### config.mk
export PLATFORM = sky130hd
export DESIGN_NAME = sms_card_rst_seq
export DESIGN_NICKNAME = d
export VERILOG_FILES = /design/src/rtl/sms_card_rst_seq.sv
export SDC_FILE = /design/constraint.sdc
export NUM_CORES = 1
export LEC_CHECK = 0
export ABC_AREA = 1
export CAP_MARGIN = 5
export CORE_ASPECT_RATIO = 0.7
export CORE_UTILIZATION = 55
export DETAILED_ROUTE_END_ITERATION = 12
export MAX_ROUTING_LAYER = met4
export PLACE_DENSITY = 0.78
export SYNTH_ARGS = -nofsm -noshare
export SYNTH_HDL_FRONTEND = slang
export SYNTH_SLANG_ARGS = --single-unit
### constraint.sdc
create_clock -name clk -period 1.78 [get_ports clk]
set_input_delay 0.534 -clock clk [delete_from_list [all_inputs] [get_ports clk]]
set_output_delay 0.534 -clock clk [all_outputs]
set_load 0.005 [all_outputs]
### src/rtl/sms_card_rst_seq.sv
// Multi-channel staged reset sequencer for the SMS card simulation (core, memory, I/O, typewriter groups).
// Define SMS_RST_SEQ_DEBOUNCE_EN to qualify man_rst_n over DEBOUNCE_CYCLES consecutive low samples.
module sms_card_rst_seq #(
  parameter int CHANNELS    = 4,
  parameter int HOLD_CYCLES = 1000,
  parameter int STAGE_GAP   = 100,
  parameter int CNT_W       = 16
`ifdef SMS_RST_SEQ_DEBOUNCE_EN
  ,
  parameter int DEBOUNCE_CYCLES = 8
`endif
) (
  input  logic                clk,
  input  logic                reset_n,
  input  logic                pwr_good,
  input  logic                man_rst_n,
  output logic [CHANNELS-1:0] rst_a,
  output logic [CHANNELS-1:0] rst_b,
  output logic                seq_done,
  output logic                busy
);

  localparam int IDX_W = (CHANNELS > 1) ? $clog2(CHANNELS) : 1;
  localparam logic [CNT_W-1:0] HOLD_LAST = CNT_W'(HOLD_CYCLES - 1);
  localparam logic [CNT_W-1:0] GAP_LAST  = CNT_W'((STAGE_GAP > 0) ? STAGE_GAP - 1 : 0);
  localparam logic [IDX_W-1:0] LAST_IDX  = IDX_W'(CHANNELS - 1);
  localparam bit ALL_AT_ONCE = (CHANNELS == 1) || (STAGE_GAP == 0);

  typedef enum logic [1:0] {
    ST_HOLD  = 2'd0,
    ST_STAGE = 2'd1,
    ST_RUN   = 2'd2
  } state_t;

  state_t              r_state;
  state_t              w_stateNxt;
  logic [CNT_W-1:0]    r_cnt;
  logic [CNT_W-1:0]    w_cntNxt;
  logic [IDX_W-1:0]    r_idx;
  logic [IDX_W-1:0]    w_idxNxt;
  logic [CHANNELS-1:0] r_rstA;
  logic [CHANNELS-1:0] w_rstANxt;
  logic                r_done;
  logic                w_doneNxt;
  logic                r_busy;
  logic                w_busyNxt;
  logic                w_manReq;
  logic                w_fault;

`ifdef SMS_RST_SEQ_DEBOUNCE_EN
  localparam int DB_W = $clog2(DEBOUNCE_CYCLES + 1);
  localparam logic [DB_W-1:0] DB_FULL = DB_W'(DEBOUNCE_CYCLES);

  logic [DB_W-1:0] r_dbCnt;

  // Saturating run-length of consecutive low samples; any high sample drops the request at once.
  always_ff @(posedge clk or negedge reset_n) begin
    if (!reset_n) begin
      r_dbCnt <= '0;
    end else if (man_rst_n) begin
      r_dbCnt <= '0;
    end else if (r_dbCnt != DB_FULL) begin
      r_dbCnt <= r_dbCnt + 1'b1;
    end
  end

  assign w_manReq = !man_rst_n && (r_dbCnt == DB_FULL);
`else
  assign w_manReq = !man_rst_n;
`endif

  assign w_fault = !pwr_good || w_manReq;

  always_ff @(posedge clk or negedge reset_n) begin
    if (!reset_n) begin
      r_state <= ST_HOLD;
      r_cnt   <= '0;
      r_idx   <= '0;
      r_rstA  <= '0;
      r_done  <= 1'b0;
      r_busy  <= 1'b1;
    end else begin
      r_state <= w_stateNxt;
      r_cnt   <= w_cntNxt;
      r_idx   <= w_idxNxt;
      r_rstA  <= w_rstANxt;
      r_done  <= w_doneNxt;
      r_busy  <= w_busyNxt;
    end
  end

  // Fault is checked first so it overrides any release scheduled for the same edge.
  always_comb begin
    w_stateNxt = r_state;
    w_cntNxt   = r_cnt;
    w_idxNxt   = r_idx;
    w_rstANxt  = r_rstA;
    w_doneNxt  = r_done;

    if (w_fault) begin
      w_stateNxt = ST_HOLD;
      w_cntNxt   = '0;
      w_idxNxt   = '0;
      w_rstANxt  = '0;
      w_doneNxt  = 1'b0;
    end else begin
      case (r_state)
        ST_HOLD: begin
          if (r_cnt == HOLD_LAST) begin
            w_cntNxt = '0;
            if (ALL_AT_ONCE) begin
              w_rstANxt  = '1;
              w_doneNxt  = 1'b1;
              w_stateNxt = ST_RUN;
            end else begin
              w_rstANxt[0] = 1'b1;
              w_idxNxt     = IDX_W'(1);
              w_stateNxt   = ST_STAGE;
            end
          end else begin
            w_cntNxt = r_cnt + 1'b1;
          end
        end
        ST_STAGE: begin
          if (r_cnt == GAP_LAST) begin
            w_cntNxt         = '0;
            w_rstANxt[r_idx] = 1'b1;
            if (r_idx == LAST_IDX) begin
              w_stateNxt = ST_RUN;
              w_doneNxt  = 1'b1;
            end else begin
              w_idxNxt = r_idx + 1'b1;
            end
          end else begin
            w_cntNxt = r_cnt + 1'b1;
          end
        end
        ST_RUN: begin
          w_rstANxt = '1;
          w_doneNxt = 1'b1;
        end
        default: begin
          w_stateNxt = ST_HOLD;
          w_cntNxt   = '0;
          w_idxNxt   = '0;
          w_rstANxt  = '0;
          w_doneNxt  = 1'b0;
        end
      endcase
    end

    w_busyNxt = (w_stateNxt != ST_RUN);
  end

  assign rst_a    = r_rstA;
  assign rst_b    = ~r_rstA;
  assign seq_done = r_done;
  assign busy     = r_busy;

endmodule

==> results of run 1 <==
[worst min path at each step]
stage	slack (ns)	from	endpoint
after floorplan	0.24	reset_n	r_cnt[0]
after global placement	0.49	r_cnt[1]	r_cnt[1]
after detailed placement	0.50	seq_done	seq_done
after CTS	0.52	seq_done	seq_done
after global routing	0.56	seq_done	seq_done
final	0.52	seq_done	seq_done
[where the power goes]
| part | internal, µW | leakage (µW) | switching (µW) |
|---|---|---|---|
| combinational | 31.7 | 0.000805 | 43.3 |
| clock | 198 | 0.0000288 | 184 |
| sequential | 596 | 0.000355 | 5.63 |
| total | 825 | 0.00119 | 233 |
[logic make-up (layout without fill, tap and decap cells)]
| kind of cell | Yosys count | in the layout | share of synthesized area (%) |
|---|---|---|---|
| compound gates | 16 | 16 | 4.33 |
| fa+ha+maj | 9 | 9 | 6.09 |
| flops | 26 | 26 | 35.3 |
| simple gates | 169 | 169 | 41.4 |
| buf+inv | 50 | 84 | 10.6 |
| xor+xnor | 5 | 5 | 2.37 |
[synth_stat cells (5+ instances only)]
cell | instances | area share, %
dfrtp_1 | 25 | 34
inv_1 | 35 | 7.1
nor2_1 | 36 | 7.3
nand2_1 | 78 | 16
nand4_1 | 6 | 2.0
inv_2 | 13 | 2.6
ha_1 | 9 | 6.1
a21oi_1 | 5 | 1.4
o21ai_0 | 10 | 2.7
nand2_2 | 11 | 3.7
nand3_1 | 28 | 7.6
[state kept, by name, summed over array words and instances (netlist names)]
register,count
busy,1
r_cnt,16
r_idx,2
r_state,2
rst_a,4
seq_done,1
[final cells by class]
class                           instances  area [µm²]
Fill cell                             249         907
Inverter                               48         180
Clock buffer                            4        55.1
Sequential cell                        26         653
Tap cell                               38        47.5
Multi-Input combinational cell        199        1030
Timing Repair Buffer                   32         294
[per-stage QoR]
stage	total power (µW)	setup slack (ns)	TNS [ns]	area, µm²
2_1_floorplan	646	0.220	0	1850
3_3_place_gp	685	-0.141	-1.82	2140
3_5_place_dp	686	-0.248	-2.54	2140
4_1_cts	1080	0.00184	0	2200
5_1_grt	1120	0.00752	0	2260
6_report	1060	0.0766	0	2260
[repair_timing]
item	in CTS	in global routing
setup endpoints to repair	2	16
resized for setup	1	14
pin swaps	0	0
buffers inserted	1	3
[metal layers]
layer,global-route usage (%),part of all wire (%),vias to the layer above
li1,-,-,917
met1,44.7,53,826
met2,33.7,39,71
met3,5.82,7.6,4
met4,2.00,0.58,0
met5,-,0,-
==> run summary, run 1 <==
The flow ran to the end, but the final reports show violations. End of the worst register-to-register path: r_cnt[12]. The global-route wire length before repair was 7260 µm; the actual slew at the worst max-slew pin was 0.326 ns. Cell at the slowest stage of the critical path: clkdlybuf4s50_1.

Static timing analysis puts the maximum clock frequency at 587 MHz. The run gives 1 as the number of levels the H-tree was split into. For this run the aggregate overflow at the end of global routing stands at 0. The top cell types in the final layout, fill and taps aside, are nand2_1 (78), inv_1 (35), nor2_1 (33). X dimension of the die: 71.3 µm. Launching element type of the critical path: a flip-flop.

For flop-to-flop paths, the worst setup slack is 0.15 ns. After detailed routing, the total wire length is 4310 µm. Headroom to the max-slew limit came out at 78.3%. On the worst path, the slowest cell contributes a delay of 0.52 ns. Power spread over the standard cell area amounts to 468 mW/mm². The checks that failed: DRC. Clock tree synthesis inserted a total of 3 buffers. Grouping stages by cell kind, the critical path spends the most delay in buffers and inverters.

The run gives 1536 as the via count of the first global-routing pass. Final number of setup-violating endpoints: 0. Once layout is complete, the utilization of the core stands at 71.4%. The clock root buffer was clkbuf_8. The most critical setup path has its endpoint at rst_a[3].

After the last flow step, the layout net total stands at 323. The fraction of final layout cells with drive strength greater than 1 is 19.7%, and the number of DRC markers in iteration 0 is 151. The area of the core region came out at 0.00317 mm². Fraction of the cycle the final worst path needs: 95.7%. Hold timing on the final database bottoms out at a slack of 0.517 ns. Routability-driven placement finished with a final weighted congestion of 0.991. The data arrival time at the worst-slack endpoint is 1.17 ns. The logic depth of the worst register-to-register path was 12; the post-route antenna net violation count was 0.

The logs give 1 for the number of design rule violations left after detail routing and 27 for the pin count of the biggest net entering global routing. The number of synthesized register bits is 26, and the layout overhead on the synthesized area is 22.3%. In this run the worst setup path begins at rst_a[3]. The number of unique standard cell types used by synthesis was 23. The number of pins with negative max-slew slack in the final report was 0; the vertical die dimension was 50.5 µm. Counting tap cells, the placed design contains a total of 339 instances. Among all flip-flop cells after synthesis, the most frequent one is dfrtp_1.

Yosys mapped a number of flops with a built-in enable equal to 0. The tool flagged a number of max-cap violations equal to 0. The run gives 26 as the clock sink total. Number of hold buffers added after CTS: 0. Of all nets on the critical path, the largest fanout is 3.

The analysis attributes to cell leakage a power of 0.00119 µW. Synthesis produced a netlist with a net count of 288. Dividing the detail-routed wire length by the instance count gives 12.4 µm.

The first-pass detailed-route iteration total is 10, and the routed via count is 1818. The synthesized area per cell was 6.72 µm². After clock tree synthesis, the clock-pin slew on the worst setup and hold paths is 0.09 ns. The most common cell after layout, fill and taps aside is nand2_1.

The number of buffers inserted by port buffering was 13. TritonCTS built the clock tree. For the placement row count, the log shows 17. The initial antenna violation count was 0.

The critical path is of the reg -> out type. The worst path buffer plus inverter count works out to 1. The worst register-to-register path begins at r_state[0]. The instance count of the mapped netlist came out at 275.

The number of warning messages in the yosys log came out at 0. The floorplan die area is 0.00360 mm², and the post-synth design cell area is 0.00185 mm². For this run, asynchronously set or reset flops after synthesis account for 100%. Deepest clock path buffer count: 2. The logic depth of the worst setup path including buffers was 1. The worst hold path was traced through 2 stages. The tools report the antenna diode instance count as 0. The number of hold violations in the final report was 0. For the post-route non-filler standard cell count, the log shows 347. Counting I/O delays and the setup requirement, the final critical path takes 1.70 ns. IR analysis of the VDD net gives a maximum drop of 499 µV.

The endpoint type of the worst setup path is an output port. In the routed layout, each cell is associated on average with a via count of 5.24. The run gives 58.3% as the initial core utilization. Summing the sequential cell areas from Yosys gives 35.3% of the chip area. Setup repair after global routing left no endpoint under its margin. Pin placement for this block handled 14 I/O pins.

On the final layout, the worst clock skew is 0.00223 ns. The tightest min-delay check is of the reg -> reg type. The critical path goes through clkdlybuf4s50_1.

Detailed placement finished with a half-perimeter wire length of 3340 µm. Clock latency on the worst-skew pair, taken at its later pin, is 0.27 ns. The total global-route track usage is 27.0%, and the data required time of the critical path is 1.25 ns.
Note: power is estimated with default switching activity, not from simulation.
==> run 2, diff against run 1 <==
Settings changed: CTS_BUF_LIST set to sky130_fd_sc_hd__clkbuf_8.
Clock period 1.78 ns to 1.7 ns, I/O delays scaled along.
==> run summary, run 2 (synthesized netlist as in run 1, its figures left out) <==
For this run, the post-layout net count is 322. The worst-case IR drop observed on VDD is 456 µV. Leakage dissipation: 0.00118 µW.

The deepest clock path buffer count came out at 2. The die is 71.3 µm wide. Based on the critical path, the design can be clocked at up to 598 MHz. The internal portion of the total power is 820 µW. For the number of hold violations in the final report, the log shows 0. The worst setup path is captured at an output port. In this run the worst setup path begins at rst_a[2]. The initial antenna violation count was 0; the number of clock buffers inserted by TritonCTS was 3. For the data required time of the critical path, the log shows 1.19 ns. The tools report the number of levels the H-tree was split into as 1. For the HPWL after detailed placement, the log shows 3310 µm. The post-route non-filler standard cell count is 346, and the global-route wire length before repair is 7190 µm. Fill cells in the final layout number 276. The setup slack of the most critical reg-to-reg path is 0.11 ns, and the power share of the combinational group is 7.8%.

In this run the tightest slew margin relative to its limit is 77.3%. The number of buffers inserted by port buffering was 13. On the worst path, the slowest cell contributes a delay of 0.51 ns. The critical path goes through clkdlybuf4s50_1. Setup repair after global routing could not meet its margin everywhere. The largest delay contributor family on the critical path is buffers and inverters.

Compared with the post-synthesis result, the final layout area differs by 21.4%. The run finished, with violations left. The accumulated negative setup slack was 0 ns; the total congestion overflow after global routing was 0. The detail-routed via count per cell came out at 5.26. Net switching is 23.7% of the power.

The die covers 0.00360 mm². The tools report the beginning of the worst register-to-register path as r_cnt[0]. Power spread over the standard cell area amounts to 479 mW/mm².

The worst path buffer plus inverter count was 1; the total global-route track usage was 27.4%. In this run the clock root is driven by a clkbuf_8. Along the worst path, the maximum fanout reaches 3.

The checks that failed: DRC. At the end of routability-driven placement, the weighted congestion stood at 0.957. Clock-pin slew was measured on the worst setup and hold paths at 0.09 ns. The path class of the tightest hold or removal check is reg -> reg. The number of design rule violations left after detail routing was 1. The number of DRC markers in iteration 0 is 143. The clock reaches the later pin of the worst-skew pair after 0.27 ns.

The worst clock skew was 0.00617 ns; the antenna diode instance count was 0. The initial utilization of the core area, before any placement, comes to 58.3%. The fraction of final layout cells with drive strength greater than 1 is 20.5%, and the boundary pin count is 14. The clock net in this run drives a total of 26 sinks.

The routed layout has 1821 vias. Fraction of the cycle the final worst path needs: 98.4%. Once detail routing completed, the nets flagged for antenna violations numbered 0. The pre-antenna-repair detailed-routing pass consisted of 9 iterations. At the worst endpoint, the arrival time is 1.16 ns. For this design, the CTS-stage hold fixing added 0 buffers. For the share of total power in sequential cells, the log shows 58.6%. The worst setup path is of the reg -> out kind. The actual slew at the worst max-slew pin is 0.340 ns. The number of flip-flops in the largest register works out to 16. The floorplan has 17 rows. The minimum clock period after layout was 1.67 ns; the vertical die dimension was 50.5 µm. Among all stages on the critical path, the largest delay is contributed by clkdlybuf4s50_1.

The library cells used most frequently in the layout, excluding fill and tap cells, are nand2_1 (77), inv_1 (34), nor2_1 (33). The share of total power dissipated in the clock network is 33.6%. The tools report the final number of setup-violating endpoints as 0. The run gives 1509 as the via count of the first global-routing pass.

The number of pins with negative max-slew slack in the final report is 0. The startpoint identified for the worst hold timing path is r_idx[0]. The average detailed-routed wire length per instance was 12.8 µm. Leaving out fill and tap cells, the most frequent cell in the layout is nand2_1.

For this block, the routed nets add up to 4440 µm of wire. Once placement completed, the tool counted placed cells totaling 335. The largest register by flop count is r_cnt.

In this run the power spent charging and discharging nets is 255 µW. The pin count of the biggest net entering global routing was 27; the area of the core region was 0.00317 mm². The max-cap check violation count was 0. Launching element type of the critical path: a flip-flop. TritonCTS built the clock tree.
-- run 2: cell types whose count changed in the layout (fill, tap and decap cells not counted), sizes merged --
cell	delta
clkdlybuf4s50	-1
buf	-1
dlymetal6s2s	-3
dlygate4sd2	+4
inv	+1
clkbuf	-1
-- run 2: final timing paths --
path	endpoint	cells past startpoint
min in group asynchronous	rst_a[2]	2
max reg2reg	r_cnt[12]	11
max in group asynchronous	busy	2
max	rst_a[2]	1
min reg2reg	r_idx[0]	2
min	r_idx[0]	2
-- run 2: metrics by stage --
| stage | hold WS [ns] | instance area, µm² | power (µW) | setup WS, ns | utilization (%) |
|---|---|---|---|---|---|
| 3_3_place_gp | 0.509 | 2090 | 715 | -0.249 | 66.1 |
| 4_1_cts | 0.553 | 2170 | 1080 | 0.0202 | 68.5 |
| 5_1_grt | 0.573 | 2250 | 1120 | -0.00674 | 70.9 |
| 2_1_floorplan | 0.214 | 1850 | 676 | 0.140 | - |
| 3_5_place_dp | 0.509 | 2090 | 718 | -0.275 | 66.1 |
| 6_report | 0.549 | 2250 | 1080 | 0.0275 | 70.9 |
-- run 2: repair_timing --
| item | in CTS | in global routing |
|---|---|---|
| endpoints found under the setup margin | 9 | 25 |
| buffers inserted | 4 | 3 |
| gates resized for setup | 7 | 16 |
-- run 2: routing by layer --
metal | part of all wire (%) | track usage (%) | up-vias
met3 | 7.7 | 5.22 | 2
li1 | - | - | 921
met1 | 51 | 42.9 | 837
met2 | 41 | 36.7 | 61
met5 | 0 | - | -
met4 | 0.43 | 4.33 | 0
-- run 2: final cells by class --
cell class                      instances  area [µm²]  area share (%)
Clock buffer                            3        41.3            1.84
Clock inverter                          1        3.75           0.167
Inverter                               48         180            8.02
Multi-Input combinational cell        199        1060            47.1
Sequential cell                        26         653            29.1
Tap cell                               38        47.5            2.12
Timing Repair Buffer                   31         262            11.6
-- run 2: power groups by stage --
stage / logic (µW) / registers, µW / clock network, µW
2_1_floorplan: 35.1 / 641 / 0
3_3_place_gp: 73.9 / 642 / 0
3_5_place_dp: 75.9 / 642 / 0
4_1_cts: 78.5 / 629 / 374
5_1_grt: 93.2 / 631 / 394
6_report: 83.8 / 630 / 362
-- run 2: tightest hold or removal path, cell delays in order (launching register included) --
cell	delay, ns
dfrtp_1	0.40
nand2_1	0.07
nand2_1	0.05
==> run 3, diff against run 2 <==
Settings changed: SKIP_CTS_REPAIR_TIMING set to 1, SKIP_LAST_GASP set to 1.
==> run summary, run 3 (synthesized netlist as in run 1, its figures left out) <==
The boundary pin count was 14. The antenna diode instance count was 0. The slowest stage of the critical path belongs to the cell clkdlybuf4s50_1.

The register with the most flip-flops in the layout has 16 of them. The minimum clock period after layout was 1.65 ns. Setup slack of the most critical reg-to-reg path: 0.10 ns. The top cell types in the final layout, fill and taps aside, are nand2_1 (77), inv_1 (34), nor2_1 (33).

In this run the deepest clock path goes through 2 buffers. At the pin with the least slew margin, the transition time is 0.344 ns. The worst path buffer plus inverter count works out to 1. For the number of pins with negative max-slew slack in the final report, the log shows 0. Of all nets on the critical path, the largest fanout is 3. Setup violations remaining at the end of the flow were counted as 0.

The launching element type of the critical path was a flip-flop. STA classifies the critical path endpoint as an output port. Clock-pin slew was measured on the worst setup and hold paths at 0.09 ns. The library cell used most frequently in the layout, excluding fill and tap cells, is nand2_1. The fraction of the cycle the final worst path needs is 97.3%.

The normalized max-slew margin came out at 77.1%. The analysis attributes to cell leakage a power of 0.00121 µW. After detailed routing, the average wire length per cell comes to 13.3 µm.

The run finished, with violations left. For the final database, setup skew stands at 0.00165 ns. The path with the worst hold slack has its endpoint at r_idx[0]. Critical setup path kind: reg -> out.

The tool flagged a number of max-cap violations equal to 0. Along the worst hold path, the cell count comes to 2. Summed over all layers, the routed wires come to 4570 µm. In this design, the stage delay of the slowest critical-path cell is 0.50 ns.

The number of fillers in the final layout was 266. Detail-routed via count per cell: 5.37. After floorplanning, the core was sized to cover 0.00317 mm². For this design the ratio of total power to cell area is 477 mW/mm². The run gives 1080 µW as the power consumption.

The register with the most flip-flops in the final layout is r_cnt. IR analysis of the VDD net gives a maximum drop of 466 µV. The largest delay contributor family on the critical path was buffers and inverters.

The final reports fail on DRC. The clock root buffer was clkbuf_8. Once the floorplan was initialized, standard cells occupied 58.3% of the core.

Counting the buffers created by CTS gives 3. Global routing used 27.1% of the available tracks. For the worst-skew pair, the clock arrives at the later sink with an insertion delay of 0.27 ns. From synthesis to final layout, the design area changed by 22.4%.

Data required time of the critical path: 1.19 ns. Setup repair after global routing could not meet its margin everywhere. The HPWL after detailed placement was 3310 µm; the global-route wire length before repair was 7120 µm.

The tools report the routed via count as 1851. For the pin count of the biggest net entering global routing, the log shows 27. Of the cells placed in the final design, the portion with a size suffix greater than 1 is 19.9%. Timing would allow up to 604 MHz.

Buffers placed on the I/O ports in this run total 13. The count of nets left with antenna violations once routing finished came out at 0. The first-pass detailed-route iteration total is 9, and the final net count is 321. Placement row count: 17. Clock sink total: 26. Routability-driven placement finished with a final weighted congestion of 0.957. The run gives 0 as the initial antenna violation count. The tools report the via count of the first global-routing pass as 1487. TritonCTS built the clock tree. The die covers 0.00360 mm². The detailed router finished its first iteration with 268 violations.

The run gives 0 as the number of hold violations in the final report. The worst register-to-register path begins at r_cnt[0]. The start point of the worst hold path was r_idx[0]. In this run the horizontal extent of the chip is 71.3 µm.

The path class of the tightest hold or removal check is reg -> reg. The data arrival time at the worst-slack endpoint is 1.14 ns, and the vertical die dimension is 50.5 µm. For the number of levels the H-tree was split into, the log shows 1. Number of design rule violations left after detail routing: 1.

The tools report the end of the worst register-to-register path as r_cnt[12]. The worst register-to-register path has a depth of 11. For the total congestion overflow after global routing, the log shows 0. The final design utilization is 71.4%. Walking the worst path, the cells encountered are clkdlybuf4s50_1.
## run 3: where the power goes
| group | switching (µW) | internal [µW] | total [µW] |
|---|---|---|---|
| sequential | 6.66 | 624 | 630 |
| clock | 204 | 162 | 367 |
| combinational | 49.6 | 33.7 | 83.4 |
## run 3: how the worst max path moves through the flow
stage	startpoint	to	slack (ns)	depth (start not counted)
2_1_floorplan	r_state[0]	r_cnt[14]	0.14	9
3_3_place_gp	pwr_good	r_cnt[11]	-0.25	9
3_5_place_dp	pwr_good	r_cnt[11]	-0.28	9
4_1_cts	busy	busy	-0.1	1
5_1_grt	r_state[0]	r_cnt[14]	-0.03	9
6_report	rst_a[3]	rst_a[3]	0.05	1
## run 3: cell type report
| cell class | count | area [µm²] | share of cell area [%] |
|---|---|---|---|
| Inverter | 48 | 180 | 7.96 |
| Tap cell | 38 | 47.5 | 2.10 |
| Clock buffer | 3 | 41.3 | 1.82 |
| Timing Repair Buffer | 29 | 268 | 11.8 |
| Clock inverter | 1 | 3.75 | 0.166 |
| Multi-Input combinational cell | 200 | 1070 | 47.3 |
| Sequential cell | 26 | 652 | 28.8 |
## run 3: layer usage
layer | vias up | share of wire, % | routed length [µm] | GRT usage [%]
met4 | 0 | 0.63 | 29 | 4.00
met3 | 4 | 8.6 | 394 | 4.82
li1 | 915 | - | - | -
met2 | 85 | 40 | 1810 | 36.0
met1 | 847 | 51 | 2330 | 42.9
met5 | - | 0 | 0 | -
## run 3: through the flow
stage,setup TNS [ns],setup slack (ns),area [µm²],hold slack (ns),instances
global placement,-3.77,-0.249,2090,0.509,335
CTS,-0.355,-0.0951,2140,0.535,339
floorplan,0,0.140,1850,0.214,275
global route,-0.0271,-0.0259,2260,0.574,345
finish,0,0.0454,2260,0.547,345
detailed placement,-4.15,-0.275,2090,0.509,335
## run 3: worst reg2reg max path: stages, from the launching register on
cell	delay, ns
dfrtp_1	0.45
ha_4	0.20
nand2_1	0.10
nor2_1	0.14
nand2_1	0.08
nor2_1	0.21
nand2_1	0.09
nand2_1	0.07
nand2_1	0.05
inv_1	0.06
nand2_2	0.06
inv_2	0.04
